<file path="src/rtl/mem_arbiter_pkg.sv">
`default_nettype none
// ============================================================================
//  Module  : mem_arbiter_pkg
//  Purpose : Shared definitions for the two-port memory arbiter: FSM state
//            encoding and the transfer-length code for a single word.
//  Ports   : none (package)
//  Rev     : 1.0  initial release
// ============================================================================
package mem_arbiter_pkg;

    typedef enum logic [1:0] {
        ST_IDLE = 2'b00,
        ST_RD   = 2'b01,
        ST_WR   = 2'b10,
        ST_HOLD = 2'b11
    } arb_state_e;

    // Transfer length code for one full word.
    localparam logic [1:0] LEN_WORD = 2'b11;

endpackage
`default_nettype wire

</file>
<file path="src/rtl/mem_arbiter_rr_arb2.sv">
`default_nettype none
// ============================================================================
//  Module  : rr_arb2
//  Purpose : Two-way round-robin picker. The search starts at ptr_i; the
//            first requesting port found gets a one-hot grant.
//  Ports   : req_i [1:0]  request per port
//            ptr_i        port with priority this round
//            gnt_o [1:0]  one-hot grant (all zero when nothing requested)
//  Rev     : 1.0  initial release
// ============================================================================
module rr_arb2 (
    input  logic [1:0] req_i,
    input  logic       ptr_i,
    output logic [1:0] gnt_o
);

    always_comb begin
        gnt_o = 2'b00;
        if (ptr_i == 1'b0) begin
            if (req_i[0])      gnt_o = 2'b01;
            else if (req_i[1]) gnt_o = 2'b10;
        end else begin
            if (req_i[1])      gnt_o = 2'b10;
            else if (req_i[0]) gnt_o = 2'b01;
        end
    end

endmodule
`default_nettype wire

</file>
<file path="src/rtl/mem_arbiter.sv">
`default_nettype none
// ============================================================================
//  Module  : mem_arbiter
//  Purpose : Shares one memory port between the I-cache (port 0) and the
//            D-cache (port 1). One transaction at a time, round-robin between
//            ports, write before read within a port, watchdog abort with a
//            sticky error flag.
//  Ports   : clk, rst (async, active-high)
//            p_re/p_we/p_raddr/p_waddr/p_rlen/p_wlen/p_wdata : cache requests
//            p_rdata/p_rack/p_wack                            : cache responses
//            m_re/m_we/m_raddr/m_waddr/m_rlen/m_wlen/m_wdata  : memory request
//            m_rdata/m_rack/m_wack                            : memory response
//            err                                              : sticky timeout
//  Rev     : 1.0  initial release
// ============================================================================
module mem_arbiter
    import mem_arbiter_pkg::*;
#(
    parameter int ADDR_W  = 32,
    parameter int DATA_W  = 32,
    parameter int LEN_W   = 2,
    parameter int TIMEOUT = 255
) (
    input  logic                clk,
    input  logic                rst,
    input  logic [1:0]          p_re,
    input  logic [1:0]          p_we,
    input  logic [2*ADDR_W-1:0] p_raddr,
    input  logic [2*ADDR_W-1:0] p_waddr,
    input  logic [2*LEN_W-1:0]  p_rlen,
    input  logic [2*LEN_W-1:0]  p_wlen,
    input  logic [2*DATA_W-1:0] p_wdata,
    output logic [DATA_W-1:0]   p_rdata,
    output logic [1:0]          p_rack,
    output logic [1:0]          p_wack,
    output logic                m_re,
    output logic                m_we,
    output logic [ADDR_W-1:0]   m_raddr,
    output logic [ADDR_W-1:0]   m_waddr,
    output logic [LEN_W-1:0]    m_rlen,
    output logic [LEN_W-1:0]    m_wlen,
    output logic [DATA_W-1:0]   m_wdata,
    input  logic [DATA_W-1:0]   m_rdata,
    input  logic                m_rack,
    input  logic                m_wack,
    output logic                err
);

    // Watchdog counts 0 .. TIMEOUT-1; the abort fires on the last count so the
    // memory enable stays high for exactly TIMEOUT cycles.
    localparam int WDOG_W = (TIMEOUT > 1) ? $clog2(TIMEOUT) : 1;
    localparam logic [WDOG_W-1:0] WDOG_LAST = WDOG_W'((TIMEOUT > 0) ? TIMEOUT - 1 : 0);

    arb_state_e        state_q;
    logic              rr_ptr_q;
    logic              gnt_q;
    logic [WDOG_W-1:0] wdog_q;

    logic [1:0]        req_any;
    logic [1:0]        gnt_oh;
    logic              gnt_id;
    logic              wdog_expire;
    logic [ADDR_W-1:0] sel_raddr;
    logic [ADDR_W-1:0] sel_waddr;
    logic [LEN_W-1:0]  sel_rlen;
    logic [LEN_W-1:0]  sel_wlen;
    logic [DATA_W-1:0] sel_wdata;

    assign req_any = p_re | p_we;

    rr_arb2 u_rr_arb2 (
        .req_i (req_any),
        .ptr_i (rr_ptr_q),
        .gnt_o (gnt_oh)
    );

    assign gnt_id    = gnt_oh[1];
    assign sel_raddr = gnt_id ? p_raddr[2*ADDR_W-1:ADDR_W] : p_raddr[ADDR_W-1:0];
    assign sel_waddr = gnt_id ? p_waddr[2*ADDR_W-1:ADDR_W] : p_waddr[ADDR_W-1:0];
    assign sel_rlen  = gnt_id ? p_rlen[2*LEN_W-1:LEN_W]    : p_rlen[LEN_W-1:0];
    assign sel_wlen  = gnt_id ? p_wlen[2*LEN_W-1:LEN_W]    : p_wlen[LEN_W-1:0];
    assign sel_wdata = gnt_id ? p_wdata[2*DATA_W-1:DATA_W] : p_wdata[DATA_W-1:0];

    assign wdog_expire = (TIMEOUT != 0) && (wdog_q == WDOG_LAST);

    always_ff @(posedge clk or posedge rst) begin
        if (rst) begin
            state_q  <= ST_IDLE;
            rr_ptr_q <= 1'b0;
            gnt_q    <= 1'b0;
            wdog_q   <= '0;
            p_rdata  <= '0;
            p_rack   <= '0;
            p_wack   <= '0;
            m_re     <= 1'b0;
            m_we     <= 1'b0;
            m_raddr  <= '0;
            m_waddr  <= '0;
            m_rlen   <= '0;
            m_wlen   <= '0;
            m_wdata  <= '0;
            err      <= 1'b0;
        end else begin
            // Ack outputs are single-cycle pulses.
            p_rack <= '0;
            p_wack <= '0;
            case (state_q)
                ST_IDLE: begin
                    if (|req_any) begin
                        gnt_q  <= gnt_id;
                        wdog_q <= '0;
                        // Write first so write-through data lands before a refetch.
                        if (p_we[gnt_id]) begin
                            m_we    <= 1'b1;
                            m_waddr <= sel_waddr;
                            m_wlen  <= sel_wlen;
                            m_wdata <= sel_wdata;
                            state_q <= ST_WR;
                        end else begin
                            m_re    <= 1'b1;
                            m_raddr <= sel_raddr;
                            m_rlen  <= sel_rlen;
                            state_q <= ST_RD;
                        end
                    end
                end
                ST_RD: begin
                    if (m_rack) begin
                        m_re          <= 1'b0;
                        p_rdata       <= m_rdata;
                        p_rack[gnt_q] <= 1'b1;
                        state_q       <= ST_HOLD;
                    end else if (wdog_expire) begin
                        m_re    <= 1'b0;
                        err     <= 1'b1;
                        state_q <= ST_HOLD;
                    end else begin
                        wdog_q <= wdog_q + 1'b1;
                    end
                end
                ST_WR: begin
                    if (m_wack) begin
                        m_we          <= 1'b0;
                        p_wack[gnt_q] <= 1'b1;
                        state_q       <= ST_HOLD;
                    end else if (wdog_expire) begin
                        m_we    <= 1'b0;
                        err     <= 1'b1;
                        state_q <= ST_HOLD;
                    end else begin
                        wdog_q <= wdog_q + 1'b1;
                    end
                end
                ST_HOLD: begin
                    // Requests are ignored here so the requester can retire its
                    // level request without being granted twice.
                    rr_ptr_q <= ~gnt_q;
                    state_q  <= ST_IDLE;
                end
                default: state_q <= ST_IDLE;
            endcase
        end
    end

endmodule
`default_nettype wire

</file>
<file path="config.mk">
export PLATFORM = sky130hd
export DESIGN_NAME = mem_arbiter
export DESIGN_NICKNAME = d
export VERILOG_FILES = /design/src/rtl/mem_arbiter_pkg.sv /design/src/rtl/mem_arbiter_rr_arb2.sv /design/src/rtl/mem_arbiter.sv
export SDC_FILE = /design/constraint.sdc
export NUM_CORES = 1
export LEC_CHECK = 0
export BUFFER_PORTS_ARGS = -buffer_cell sky130_fd_sc_hd__buf_2
export CAP_MARGIN = 20
export CORE_AREA = 2 2 147 149
export CTS_BUF_LIST = sky130_fd_sc_hd__clkbuf_8
export CTS_CLUSTER_DIAMETER = 30
export DETAILED_ROUTE_END_ITERATION = 8
export DIE_AREA = 0 0 149 151
export PLACE_DENSITY = 0.6
export SYNTH_ARGS = -nofsm -noshare
export SYNTH_HDL_FRONTEND = slang
export SYNTH_HIERARCHICAL = 1
export SYNTH_SLANG_ARGS = --single-unit
</file>
<file path="constraint.sdc">
create_clock -name clk -period 5.05 [get_ports clk]
set_clock_uncertainty 0.15 [all_clocks]
set_input_delay 0.2525 -clock clk [delete_from_list [all_inputs] [get_ports clk]]
set_output_delay 0.2525 -clock clk [all_outputs]
set_load 0.01 [all_outputs]
</file>
Word-level counts from Yosys, hierarchy flattened. Index checks and enable logic that the tools add are counted.

Add/sub/neg operators: 1. Equality and inequality tests: 11. Divide/modulo/power cells: 0. $lt $le $gt $ge: 3. Bitwise logic cells: 3. Reduce and logical (&&, ||, !) cells: 15. Multiplexer cells: 42. Shift operators: 0. $mul: 0.

Operator list (number): $mux W32 (3); $mux W8 (4); $mux W2 (15); $pmux W8 S3 (1); $mux W1 (14); $reduce_and A4 Y1 (3); $ne A2 B2 Y1 const B (5); $reduce_and A3 Y1 (3); $add A8 B1 Y8 const B (1); $eq A8 B8 Y1 const B (1); $pmux W2 S4 (1); $ne A3 B3 Y1 const B (2); $pmux W1 S2 (3); $reduce_bool A2 Y1 (3); $eq A2 B2 Y1 const B (2); $lt A1 B2 Y1 const B (2); $reduce_and A2 Y1 (2); $reduce_bool A3 Y1 (1); $eq A2 B1 Y1 const B (1); $logic_not A2 Y1 (1); $not A1 Y1 (2); $or A2 B2 Y2 (1); $reduce_or A2 Y1 (1); $demux W1 S1 (1); 2 further kinds (2).

Memories kept: 0. Bits in read-only memories: 0. Memory bits (writable): 0. Bits of input ports: 240. Bits in registers: 151. Word-level logic and storage cells: 90. Latch bits: 0.

Longest topological paths before layout.
Depth after elaboration: 9. Mapped depth: 9. Gate-level depth less buffers: 6.

Hierarchy. The synthesis kept the hierarchy.

Modules (own cells, without submodules): mem_arbiter (cells each 616, area an instance 6879.1 sq um, seq. area each 3778.6 sq um, times used 1); rr_arb2 (cells each 3, area an instance 18.8 sq um, seq. area each 0.0 sq um, times used 1).

Worst setup path before layout. OpenSTA, ideal clock, no wires.

Path kind: in2reg. Start point: input p_we[0]. End point: register m_re. Required time: 4.773 ns. Arrival: 1.841 ns. Cell stages on the path: 8. Setup time: 0.127 ns. Buffers on the path: 2. Path slack: 2.932 ns. Cell sequence: or2_2 -> a21boi_1 -> buf_2 -> mux2_2 -> o311ai_4 -> buf_2 -> nor2b_1 -> o2bb2ai_1.

Cells in the longest elaborated chain, start to end: 7. Elaborated cells on any way between the ends: 9.

RTL lines: start, declared (line mem_arbiter.sv:27) `input logic [1:0] p_we,`; $or A2 B2 Y2 (line mem_arbiter.sv:69) `assign req_any = p_re | p_we;`; $mux W2 (line mem_arbiter_rr_arb2.sv:20) `if (req_i[0]) gnt_o = 2'b01;`; $mux W2 (line mem_arbiter_rr_arb2.sv:19) `if (ptr_i == 1'b0) begin`; via gnt_oh[1] (line mem_arbiter.sv:60) `logic [1:0] gnt_oh;`; $mux W1 (not written as such) (2 in series) (line mem_arbiter.sv:113) `if (p_we[gnt_id]) begin`; $ne A2 B2 Y1 (no line); $reduce_and A4 Y1 (no line); end signal, assigned (line mem_arbiter.sv:120) `m_re <= 1'b1;`; end signal, assigned (line mem_arbiter.sv:129) `m_re <= 1'b0;`; end signal, assigned (line mem_arbiter.sv:134) `m_re <= 1'b0;`; end, declared (line mem_arbiter.sv:36) `output logic m_re,`.

The timed path passes the listed nets, and every way through them passes these cells. The select of a mux whose other input is x is not followed. A chain may end at the register's enable or synchronous reset.

Worst setup path after layout.
Start point: register rr_ptr_q. End point: register m_wlen[1].

Cells in the longest elaborated chain, start to end: 4. Elaborated cells on any way between the ends: 5.

RTL lines: start, declared (line mem_arbiter.sv:55) `logic rr_ptr_q;`; start signal, assigned (line mem_arbiter.sv:157) `rr_ptr_q <= ~gnt_q;`; $mux W2 * (line mem_arbiter_rr_arb2.sv:19); via gnt_oh[1] (line mem_arbiter.sv:60); $mux W1 (not written as such) (2 in series) (line mem_arbiter.sv:113); $reduce_and A3 Y1 (no line); end signal, assigned (line mem_arbiter.sv:116) `m_wlen <= sel_wlen;`; end, declared (line mem_arbiter.sv:41) `output logic [LEN_W-1:0] m_wlen,`.

Mark *: on every way through the listed nets, which the timed path passes. The rest lies on a longest branch. The select of a mux whose other input is x is not followed.

==> results.yml <==
final_layout:
  layout.cells.non_filler: 1504
  seq_area_um2: 3779
  final_nets: 1462
  multiInputGateArea_um2: 2930
  syn_to_final_growth_pct: 70.55
  layout_commonest_cell: "buf_2"
  fillers: 1775
  final_cell_mix: "buf_2 (378), dlygate4sd3_1 (232), dfrtp_1 (151)"
  drive_gt1_share_pct: 37.54
global_route:
  antenna_found_initial: 1
  grt_pass1_vias: 7281
  grt_usage_pct: 20.22
  grt_overflow: 0
  grt_start_max_net_pins: 78
  grt_pass1_wl_mm: 36.07
synth:
  synth_nets: 865
  syn_avg_cell_area_um2: 11.15
  syn-instance-count: 618
  syn_area_um2: 6890
  ys_warn_count: 6
floorplanning:
  core_area_um2: 20820
  rows: 53
  dieWidth_um: 149
  die_height_um: 151
  num_io_pins: 379
  start_util_pct: 33.09
  dieArea_um2: 22500
critical_path:
  crit_buf_inv: 4
  r2r_slack_ns: 1.65
  setup.worst_path.end_class: "flip-flop"
  critPathKind: "flip-flop to flip-flop"
  cp_max_fo: 60
  arrival_ns: 3.54
  start_kind: "flip-flop"
  r2r-start: "rr_ptr_q"
  critPathTopFamily: "buffers and inverters"
  max_stage_delay_ns: 0.86
  path_cells: "inv_1 -> a21boi_4 -> buf_4 -> buf_4 -> mux2i_1 -> dlygate4sd3_1 -> o21ai_0"
  crit_start: "rr_ptr_q"
  cpMaxStageDelayCell: "buf_4"
  required_ns: 5.18
  crit_path_frequent_cell: "buf_4"
clock_tree:
  htreeDepth: 4
  numCtsBuffers: 17
  cts_root_buffer: "clkbuf_8"
  clk_pin_slew_ns: 0.08
  cts_tree: "built"
  cts_setup_buffers: 0
  clock-sinks: 151
  clock_latency_ns: 0.44
  clockBufferDepth: 2
drt:
  m1WireLength_mm: 9.482
  vias: 6876
  drtPass1Iterations: 4
  top_layer: "met4"
  wl_per_cell_um: 15.51
  routed-wl-met3_mm: 1.220
  dr_wl_met2_mm: 11.94
  via_per_inst: 4.572
  antenna_left: 0
  drt-total-wl_mm: 23.32
  drcViolationCount: 0
  drtIter0Drc: 221
power_and_ir_drop:
  ir_drop_mv: 0.3953
  power.density_nw_per_um2: 484.3
  power_mw: 5.692
  p_leak_nw: 6.006
job:
  cap_violations: 0
min_path:
  min_path_type: "input port to flip-flop"
  hp-start: "p_wdata[17]"
sta:
  setup_tns_ns: 0
  slew_viol_final: 0
  tightest_slew_ns: 0.9800
  rsz0062_at_grt: "no"
  finalCritPeriodShare_pct: 67.42
  period_minus_slack_ns: 3.405
  layout_setup_ws_ns: 1.645
  maxSlewHeadroom_pct: 34.67
  setup_viol: 0
  clock.fmax_mhz: 293.7
  hold_violations: 0
place:
  dp.final_hpwl_mm: 15.16
  io_buffers: 378
  place_ws_ns: 1.780
  gp_congestion: 0.8173
  dp_cells: 1239
outcome:
  status: "complete, no violations"
## metrics by stage
stage	hold slack [ns]	cell area, µm²	utilization [%]
after floorplan	0.2104	6890	-
final	0.04052	11750	56.44
after CTS	0.004286	11750	56.42
after detailed placement	0.06232	9040	43.41
after global placement	0.06017	9040	43.41
after global routing	0.02605	11750	56.44
## cell type report
type | count | share of cell area [%]
timing repair buffer | 618 | 36.37
multi-input combinational | 419 | 24.94
clock buffer | 17 | 1.991
antenna | 1 | 0.02129
inverter | 8 | 0.2981
clock inverter | 15 | 1.299
tap | 275 | 2.928
sequential | 151 | 32.15
## worst min-delay path: cells and delay by family
family	cells	cell delay [ns]
compound gates	1	0.18
buf+inv	1	0.08
mux	1	0.07
## final timing paths
path                          endpoint  cells past startpoint
setup / recovery             m_wlen[1]                      7
hold / removal             m_wdata[17]                      3
setup reg to reg             m_wlen[1]                      7
hold reg to reg                    err                      1
max in group asynchronous  m_raddr[21]                      4
min in group asynchronous   m_waddr[4]                      3
## sequential cells by signal, summed over array words and instances (netlist names)
name      cells
rr_ptr_q      1
m_wdata      32
m_raddr      32
m_rlen        2
p_wack        2
m_we          1
p_rack        2
m_waddr      32
m_wlen        2
m_re          1
err           1
gnt_q         1
wdog_q        8
p_rdata      32
state_q       2
## power by group
part / internal (mW) / switching [mW]
sequential: 1.76 / 0.304
clock: 0.442 / 0.481
combinational: 1.29 / 1.41
total: 3.50 / 2.20
## routing by layer
metal | vias to the layer above | GRT usage, %
met5 | - | 0
met1 | 3229 | 23.26
li1 | 3360 | -
met3 | 48 | 3.795
met4 | 0 | 8.524
met2 | 239 | 36.87
## timing repair
item,4_1_cts,5_1_grt
gates resized for setup,0,0
hold endpoints to repair,156,0
hold buffers,232,0
No activity file was read; power rests on OpenSTA's default activity.
